<file path="src/rtl/bcd_to_bin_decoder_pkg.sv">
// Shared constants, state encoding and digit helpers for the BCD-to-binary decoder.
package bcd_to_bin_decoder_pkg;

    localparam int DIGIT_W = 4;

    typedef enum logic [1:0] {
        ST_IDLE  = 2'd0,
        ST_SHIFT = 2'd1,
        ST_DONE  = 2'd2
    } state_e;

    // True when a 4-bit BCD digit holds a non-decimal code (10..15).
    function automatic logic is_bad_digit(input logic [DIGIT_W-1:0] d);
        return d > 4'd9;
    endfunction

endpackage

</file>
<file path="src/rtl/bcd_to_bin_decoder_digit_adjust.sv">
// One digit of the reverse double-dabble correction: after a right shift a digit
// that reads 8 or more received a half-ten from its upper neighbour, worth 5, not 8,
// so 3 is taken off. Digits below 8 pass through, so this can never underflow.
module bcd_to_bin_decoder_digit_adjust
    import bcd_to_bin_decoder_pkg::*;
(
    input  logic [DIGIT_W-1:0] digit_i,
    output logic [DIGIT_W-1:0] digit_o
);

    assign digit_o = (digit_i >= 4'd8) ? (digit_i - 4'd3) : digit_i;

endmodule

</file>
<file path="src/rtl/bcd_to_bin_decoder.sv">
// Sequential BCD-to-binary decoder. Accepts a packed BCD word on one valid/ready
// handshake, shifts it into a binary register one bit per cycle with per-digit
// correction, and offers the binary value (or 0 plus err for non-decimal input)
// on a second valid/ready handshake. One word in flight at a time.
module bcd_to_bin_decoder
    import bcd_to_bin_decoder_pkg::*;
#(
    parameter int DIGITS = 4,
    parameter int BIN_W  = 14
) (
    input  logic                      clk,
    input  logic                      rst,
    input  logic                      in_valid,
    output logic                      in_ready,
    input  logic [DIGIT_W*DIGITS-1:0] bcd_in,
    output logic                      out_valid,
    input  logic                      out_ready,
    output logic [BIN_W-1:0]          out_bin,
    output logic                      err
);

    localparam int SR_W  = DIGIT_W * DIGITS;
    localparam int CNT_W = $clog2(SR_W);

    state_e             state_q;
    logic [SR_W-1:0]    bcd_sr_q;
    logic [SR_W-1:0]    bin_sr_q;
    logic [CNT_W-1:0]   cnt_q;
    logic               err_r_q;
    logic               in_ready_q;
    logic               out_valid_q;
    logic [BIN_W-1:0]   out_bin_q;
    logic               err_q;

    logic [SR_W-1:0]    bcd_shift_d;
    logic [SR_W-1:0]    bcd_adj_d;
    logic [SR_W-1:0]    bin_shift_d;
    logic               bad_any_d;

    // One step of the combined right shift: the BCD LSB drops into the binary MSB.
    assign bcd_shift_d = bcd_sr_q >> 1;
    assign bin_shift_d = {bcd_sr_q[0], bin_sr_q[SR_W-1:1]};

    // Per-digit correction applied to the already-shifted BCD register.
    for (genvar g = 0; g < DIGITS; g++) begin : g_adj
        bcd_to_bin_decoder_digit_adjust u_adj (
            .digit_i (bcd_shift_d[g*DIGIT_W +: DIGIT_W]),
            .digit_o (bcd_adj_d[g*DIGIT_W +: DIGIT_W])
        );
    end

    // Flag a word that contains any non-decimal digit.
    always_comb begin
        // NOTE: a default before the loop keeps every path assigned, so no latch is inferred.
        bad_any_d = 1'b0;
        for (int i = 0; i < DIGITS; i++) begin
            if (is_bad_digit(bcd_in[i*DIGIT_W +: DIGIT_W])) begin
                bad_any_d = 1'b1;
            end
        end
    end

    // Control FSM, shift registers, counter and registered handshake/result outputs.
    always_ff @(posedge clk or negedge rst) begin
        if (!rst) begin
            // NOTE: the shift registers are cleared too, so an aborted word leaves no residue.
            state_q     <= ST_IDLE;
            bcd_sr_q    <= '0;
            bin_sr_q    <= '0;
            cnt_q       <= '0;
            err_r_q     <= 1'b0;
            in_ready_q  <= 1'b0;
            out_valid_q <= 1'b0;
            out_bin_q   <= '0;
            err_q       <= 1'b0;
        end else begin
            // NOTE: non-blocking assignments so every register sees pre-edge values.
            case (state_q)
                ST_IDLE: begin
                    in_ready_q <= 1'b1;
                    if (in_valid && in_ready_q) begin
                        bcd_sr_q   <= bcd_in;
                        bin_sr_q   <= '0;
                        cnt_q      <= CNT_W'(SR_W - 1);
                        err_r_q    <= bad_any_d;
                        in_ready_q <= 1'b0;
                        state_q    <= ST_SHIFT;
                    end
                end
                ST_SHIFT: begin
                    bcd_sr_q <= bcd_adj_d;
                    bin_sr_q <= bin_shift_d;
                    cnt_q    <= cnt_q - CNT_W'(1);
                    if (cnt_q == '0) begin
                        out_valid_q <= 1'b1;
                        out_bin_q   <= err_r_q ? '0 : bin_shift_d[BIN_W-1:0];
                        err_q       <= err_r_q;
                        state_q     <= ST_DONE;
                    end
                end
                ST_DONE: begin
                    if (out_ready) begin
                        out_valid_q <= 1'b0;
                        in_ready_q  <= 1'b1;
                        state_q     <= ST_IDLE;
                    end
                end
                default: begin
                    state_q <= ST_IDLE;
                end
            endcase
        end
    end

    assign in_ready  = in_ready_q;
    assign out_valid = out_valid_q;
    assign out_bin   = out_bin_q;
    assign err       = err_q;

endmodule

</file>
<file path="config.mk">
export PLATFORM = sky130hd
export DESIGN_NAME = bcd_to_bin_decoder
export DESIGN_NICKNAME = d
export VERILOG_FILES = /design/src/rtl/bcd_to_bin_decoder_pkg.sv /design/src/rtl/bcd_to_bin_decoder_digit_adjust.sv /design/src/rtl/bcd_to_bin_decoder.sv
export SDC_FILE = /design/constraint.sdc
export NUM_CORES = 1
export LEC_CHECK = 0
export BUFFER_PORTS_ARGS = -buffer_cell sky130_fd_sc_hd__buf_2
export CAP_MARGIN = 10
export CELL_PAD_IN_SITES_DETAIL_PLACEMENT = 1
export CELL_PAD_IN_SITES_GLOBAL_PLACEMENT = 1
export CORE_ASPECT_RATIO = 0.9
export CORE_MARGIN = 2
export CORE_UTILIZATION = 31
export DETAILED_ROUTE_END_ITERATION = 8
export PLACE_DENSITY = 0.56
export SYNTH_ARGS = -nofsm -noshare
export SYNTH_HDL_FRONTEND = slang
export SYNTH_SLANG_ARGS = --single-unit
</file>
<file path="constraint.sdc">
create_clock -name clk -period 1.8 [get_ports clk]
set_clock_uncertainty 0.05 [all_clocks]
set_input_delay 0.36 -clock clk [delete_from_list [all_inputs] [get_ports clk]]
set_output_delay 0.36 -clock clk [all_outputs]
set_load 0.02 [all_outputs]
</file>
**After elaboration in Yosys (flattened, before gate mapping)**

Cells that the tools add are included.

- Register bits after elaboration: 56
- Input bits: 20
- Output and inout port bits: 17
- Logic and storage cells: 64

- Add/subtract/negate cells: 5
- Order comparisons: 8
- Equal/unequal tests: 5
- Mux-type cells: 25
- Reduce and logical (&&, ||, !) cells: 12

Operators with widths:

| kind | count |
|---|---|
| $pmux 16 s2 | 2 |
| $mux 16 | 2 |
| $mux 4 | 5 |
| $gt 4x4->1 const B | 4 |
| $mux 14 | 1 |
| $ge 4x4->1 const B | 3 |
| $sub 4x2->4 const B | 3 |
| $mux 1 | 8 |
| $pmux 4 s2 | 1 |
| $reduce_and 2->1 | 4 |
| $mux 2 | 3 |
| $ne 2x2->1 const B | 3 |
| $pmux 2 s3 | 1 |
| $reduce_and 3->1 | 2 |
| $reduce_bool 2->1 | 3 |
| $ge 3x4->1 const B | 1 |
| $logic_not 4->1 | 1 |
| $pmux 1 s2 | 2 |
| $sub 3x2->4 const B | 1 |
| $sub 4x1->4 const B | 1 |
| $eq 2x1->1 const B | 1 |
| $eq 2x2->1 const B | 1 |
| $logic_not 2->1 | 1 |
| $logic_and 1x1->1 | 1 |

**Logic depth before layout (Yosys ltp)**

- Depth in word-level cells: 5
- Depth in mapped cells: 6
- Mapped depth without buffers: 5

**Modules after synthesis**

Synthesis repeated with hierarchy kept, for this count alone.

- Cells, all modules: 246
- Area total of the unflattened synthesis: 2767.7 µm²

Modules (own cells, without submodules):

| module | times used | cells an instance | area an instance (µm²) | sequential area each (µm²) |
|---|---|---|---|---|
| bcd_to_bin_decoder | 1 | 202 | 2462.4 | 1376.3 |
| bcd_to_bin_decoder_digit_adjust | 4 | 11 | 76.3 | 0.0 |

**Worst setup path before layout**

Ideal clock, no wire load.

- Kind: register -> register
- Start: reg cnt_q[0]
- End: reg err_q (netlist: err)
- Library setup time: 0.125 ns
- Arrival: 1.377 ns
- Required time: 1.625 ns
- Setup slack: 0.248 ns
- Cell stages (with the launch flop): 7
- Path buffers: 1
- Clock period less this slack: 1.552 ns
- Cell sequence: dfrtp_1 > inv_1 > ha_1 > nor3b_2 > nand2_4 > buf_6 > mux2_4

- Cells in the longest elaborated chain, start to end: 2

RTL lines:

| element | RTL line | text |
|---|---|---|
| from (decl) | bcd_to_bin_decoder.sv:28 | `logic [CNT_W-1:0] cnt_q;` |
| from (signal assigned) | bcd_to_bin_decoder.sv:84 | `cnt_q <= CNT_W'(SR_W - 1);` |
| from (signal assigned) | bcd_to_bin_decoder.sv:93 | `cnt_q <= cnt_q - CNT_W'(1);` |
| $logic_not 4->1 | bcd_to_bin_decoder.sv:94 | `if (cnt_q == '0) begin` |
| $reduce_and 2->1 (no source line) | - |  |
| to (signal assigned) | bcd_to_bin_decoder.sv:97 | `err_q <= err_r_q;` |
| to (decl) | bcd_to_bin_decoder.sv:33 | `logic err_q;` |

Every way passes these cells.
A chain may end at the register's enable or synchronous reset.

**Worst setup path after layout**

- Start: reg cnt_q[0]
- End: reg out_bin_q[12] (netlist: out_bin[12])

- Cells in the longest elaborated chain, start to end: 2

RTL lines:

| element | RTL line | text |
|---|---|---|
| $logic_not 4->1 | bcd_to_bin_decoder.sv:94 |  |
| $reduce_and 2->1 (no source line) | - |  |
| to (signal assigned) | bcd_to_bin_decoder.sv:96 | `out_bin_q <= err_r_q ? '0 : bin_shift_d[BIN_W-1:0];` |
| to (decl) | bcd_to_bin_decoder.sv:32 | `logic [BIN_W-1:0] out_bin_q;` |

Every way passes these cells.

==> flow_summary.ini <==
[drt]
vias = 1843
final_antenna_net_count = 0
viasPerCell = 5.008
drt_drc_violations_left = 0
firstDrtPassIters = 4
routedWlPerCell_um = 16.77
wl_um = 6170
drt_iter0_drc = 52

[placed_design]
post_dp_cell_area_um2 = 3000
buffer_ports.inserted = 36
dpl.hpwl_um = 4227
place.gp.congestion = 0.7296
dpl_worst_slack_ns = 0.1378

[timing]
rsz0062_at_grt = no
relSlewSlack_pct = 60.52
setup_viol = 0
worst_pin_slew_ns = 0.5922
finalWorstSetupSlack_ns = 0.1156
hold_viol = 0
layout_min_cycle_time_ns = 1.684
setup-tns-final_ns = 0
fmax_mhz = 593.7
final_max_slew_viol_count = 0
fin_crit_sh_pct = 93.58

[setup_path]
max_stage_delay_ns = 0.42
cp-end-kind = flip-flop
cp_data_arrival_time_ns = 1.85
cp_cell_sequence = inv_1 > ha_1 > nor3b_2 > nand2_4 > mux2_4
cp.required_ns = 1.96
r2r_cells = 5
regToRegSetupSlack_ns = 0.12
worst-path-buf-inv = 1
crit_path_max_fanout = 17
worst_setup_path_start_kind = flip-flop
cp_slowest_cell = dfrtp_1
critPathCapture = out_bin[12]$_DFFE_PN0P_
cp_top_family = simple AND/OR/NAND/NOR gates
critical_path_class = reg2reg
cp_num_cells = 5
r2r-end = out_bin[12]$_DFFE_PN0P_
r2r-start = cnt_q[0]$_DFFE_PN0P_
cp-startpoint = cnt_q[0]$_DFFE_PN0P_

[power_and_ir_drop]
p_comb_share_pct = 38.1
p_leak_nw = 1.516
power.share.switching_pct = 38.04
seqPwrFrac_pct = 45.6
power.internal_mw = 2.871
max-vdd-ir-drop_mv = 0.4709
p_per_area_nw_per_um2 = 1491
clkPwrFrac_pct = 16.3
netSwitchingPower_mw = 1.763

[cts]
ctsLongestPathBuffers = 2
cts_resized = 0
cts_hold_buffers = 1
worstSkewPairLatency_ns = 0.32
clkSinkCount = 55
postCtsSetupBuffers = 0
cts_max_level = 2
clk_pin_slew_ns = 0.11
root_buffer = clkbuf_8
cts_buffers = 5
tritoncts = built

[global_routing]
grt_pass1_wl_um = 10210
antenna_found_initial = 0
grt_max_degree = 56
grt_pass1_vias = 1937
gr-usage-all-layers_pct = 14.17
overflow = 0

[synthesis]
synthCells = 219
synth_flop_cell = dfrtp_1
synth_top_area_share_pct = 52.26
ys_ff_latch = 55
async_reset_ff_share_pct = 100.0
ys_types = 42
ys_seq_area_share_pct = 52.26
synthTopCellsByCount = 55 x dfrtp_1, 17 x nor2b_1, 17 x o21ai_0
yosysTopAreaCell = dfrtp_1
yosysMostFrequentCell = dfrtp_1
synth_edf_count = 0
postSynthAreaPerCell_um2 = 12.03
syn_area_um2 = 2634
synth.top_cells.by_area = dfrtp_1 52%, a22o_1 5.3%, mux2_4 4.6%
yosys_warnings = 0
syn_nets = 247

[floorplanning]
initial_utilization_pct = 32.33
io-pin-count = 37
rows = 31
die-area_um2 = 9251
die_y_um = 91.45
die_w_um = 101.2
coreArea_um2 = 8145

[final_layout]
n_antenna_cell = 0
fill_cells = 898
finalNetCount = 296
drive_above_1_share_pct = 29.00
area_delta_synth_final_pct = 17.96
seq_area_um2 = 1376
stdcell_area_um2 = 3107
multi_input_area_um2 = 1146

[flow_run]
cap_violations = 0

[outcome]
status = finished, final reports clean

[worst_hold_path]
hold_path_class = in2reg
[how the worst min path moves through the flow]
stage / endpoint / start / cells past startpoint
3_3_place_gp: bcd_sr_q[10]$_DFFE_PN0P_ / rst / 2
3_5_place_dp: bcd_sr_q[13]$_DFFE_PN0P_ / rst / 2
4_1_cts: state_q[1]$_DFFE_PN0P_ / out_ready / 2
5_1_grt: state_q[1]$_DFFE_PN0P_ / out_ready / 2
6_report: state_q[1]$_DFFE_PN0P_ / out_ready / 2
2_1_floorplan: bcd_sr_q[0]$_DFFE_PN0P_ / rst / 0
[power groups by stage]
stage                     logic [mW]  registers (mW)  clock network, mW
after global placement          1.72            2.14                  0
final                           1.77            2.12              0.753
after global routing            1.97            2.19              0.833
after floorplan                 1.29            2.04                  0
after CTS                       1.80            2.12              0.791
after detailed placement        1.78            2.15                  0
[cells in the final DEF, fill, tap and decap left out, types with 2 or more instances in the layout]
master / n
a221o_1: 4
nand2_1: 8
xnor2_1: 6
o22a_1: 2
dfrtp_1: 55
a211oi_1: 3
clkbuf_8: 5
mux2i_1: 9
mux2_4: 8
nor2b_1: 17
buf_2: 36
nor2_1: 8
a41oi_1: 3
a22o_1: 16
a21oi_1: 4
inv_1: 11
nand2b_1: 2
mux2_2: 7
buf_4: 15
o21ai_0: 17
ha_1: 8
[cell families (layout without fill, tap and decap cells)]
kind of cell | after synthesis | count (layout) | share of synthesized area (%)
compound gates | 59 | 59 | 16.44
xor+xnor | 6 | 6 | 1.995
fa+ha+maj | 8 | 8 | 3.801
buf+inv | 22 | 72 | 4.228
flops | 55 | 55 | 52.26
mux | 24 | 24 | 10.97
simple gates | 45 | 45 | 10.31
[sequential cells by signal, summed over array words and instances (netlist names)]
signal / count
bcd_sr_q: 16
bin_sr_q: 15
cnt_q: 4
err: 1
err_r_q: 1
in_ready: 1
out_bin: 14
out_valid: 1
state_q: 2
[metal layers]
metal / vias to the layer above / global-route usage (%) / share of wire, % / routed length [µm]
met3: 6 / 2.771 / 3.2 / 196
met4: 0 / 4.730 / 1.5 / 95
li1: 876 / - / - / -
met1: 935 / 21.10 / 53 / 3278
met2: 26 / 20.42 / 42 / 2600
met5: - / 0 / 0 / 0
[area by class of cell]
type | count | area share (%)
inverter | 11 | 1.329
clock buffer | 5 | 2.215
tap | 99 | 3.987
multi-input combinational | 142 | 36.89
sequential | 55 | 44.30
timing repair buffer | 53 | 10.39
clock inverter | 3 | 0.8860
[per-stage QoR]
step	std cells	hold slack (ns)	total power, mW	util [%]
6_report	368	0.2022	4.633	38.14
5_1_grt	368	0.1865	4.992	38.14
2_1_floorplan	219	0.01441	3.324	-
3_3_place_gp	359	0.3345	3.866	36.84
4_1_cts	368	0.1859	4.713	38.14
3_5_place_dp	359	0.3381	3.927	36.84
(Power assumes the default switching activity.)
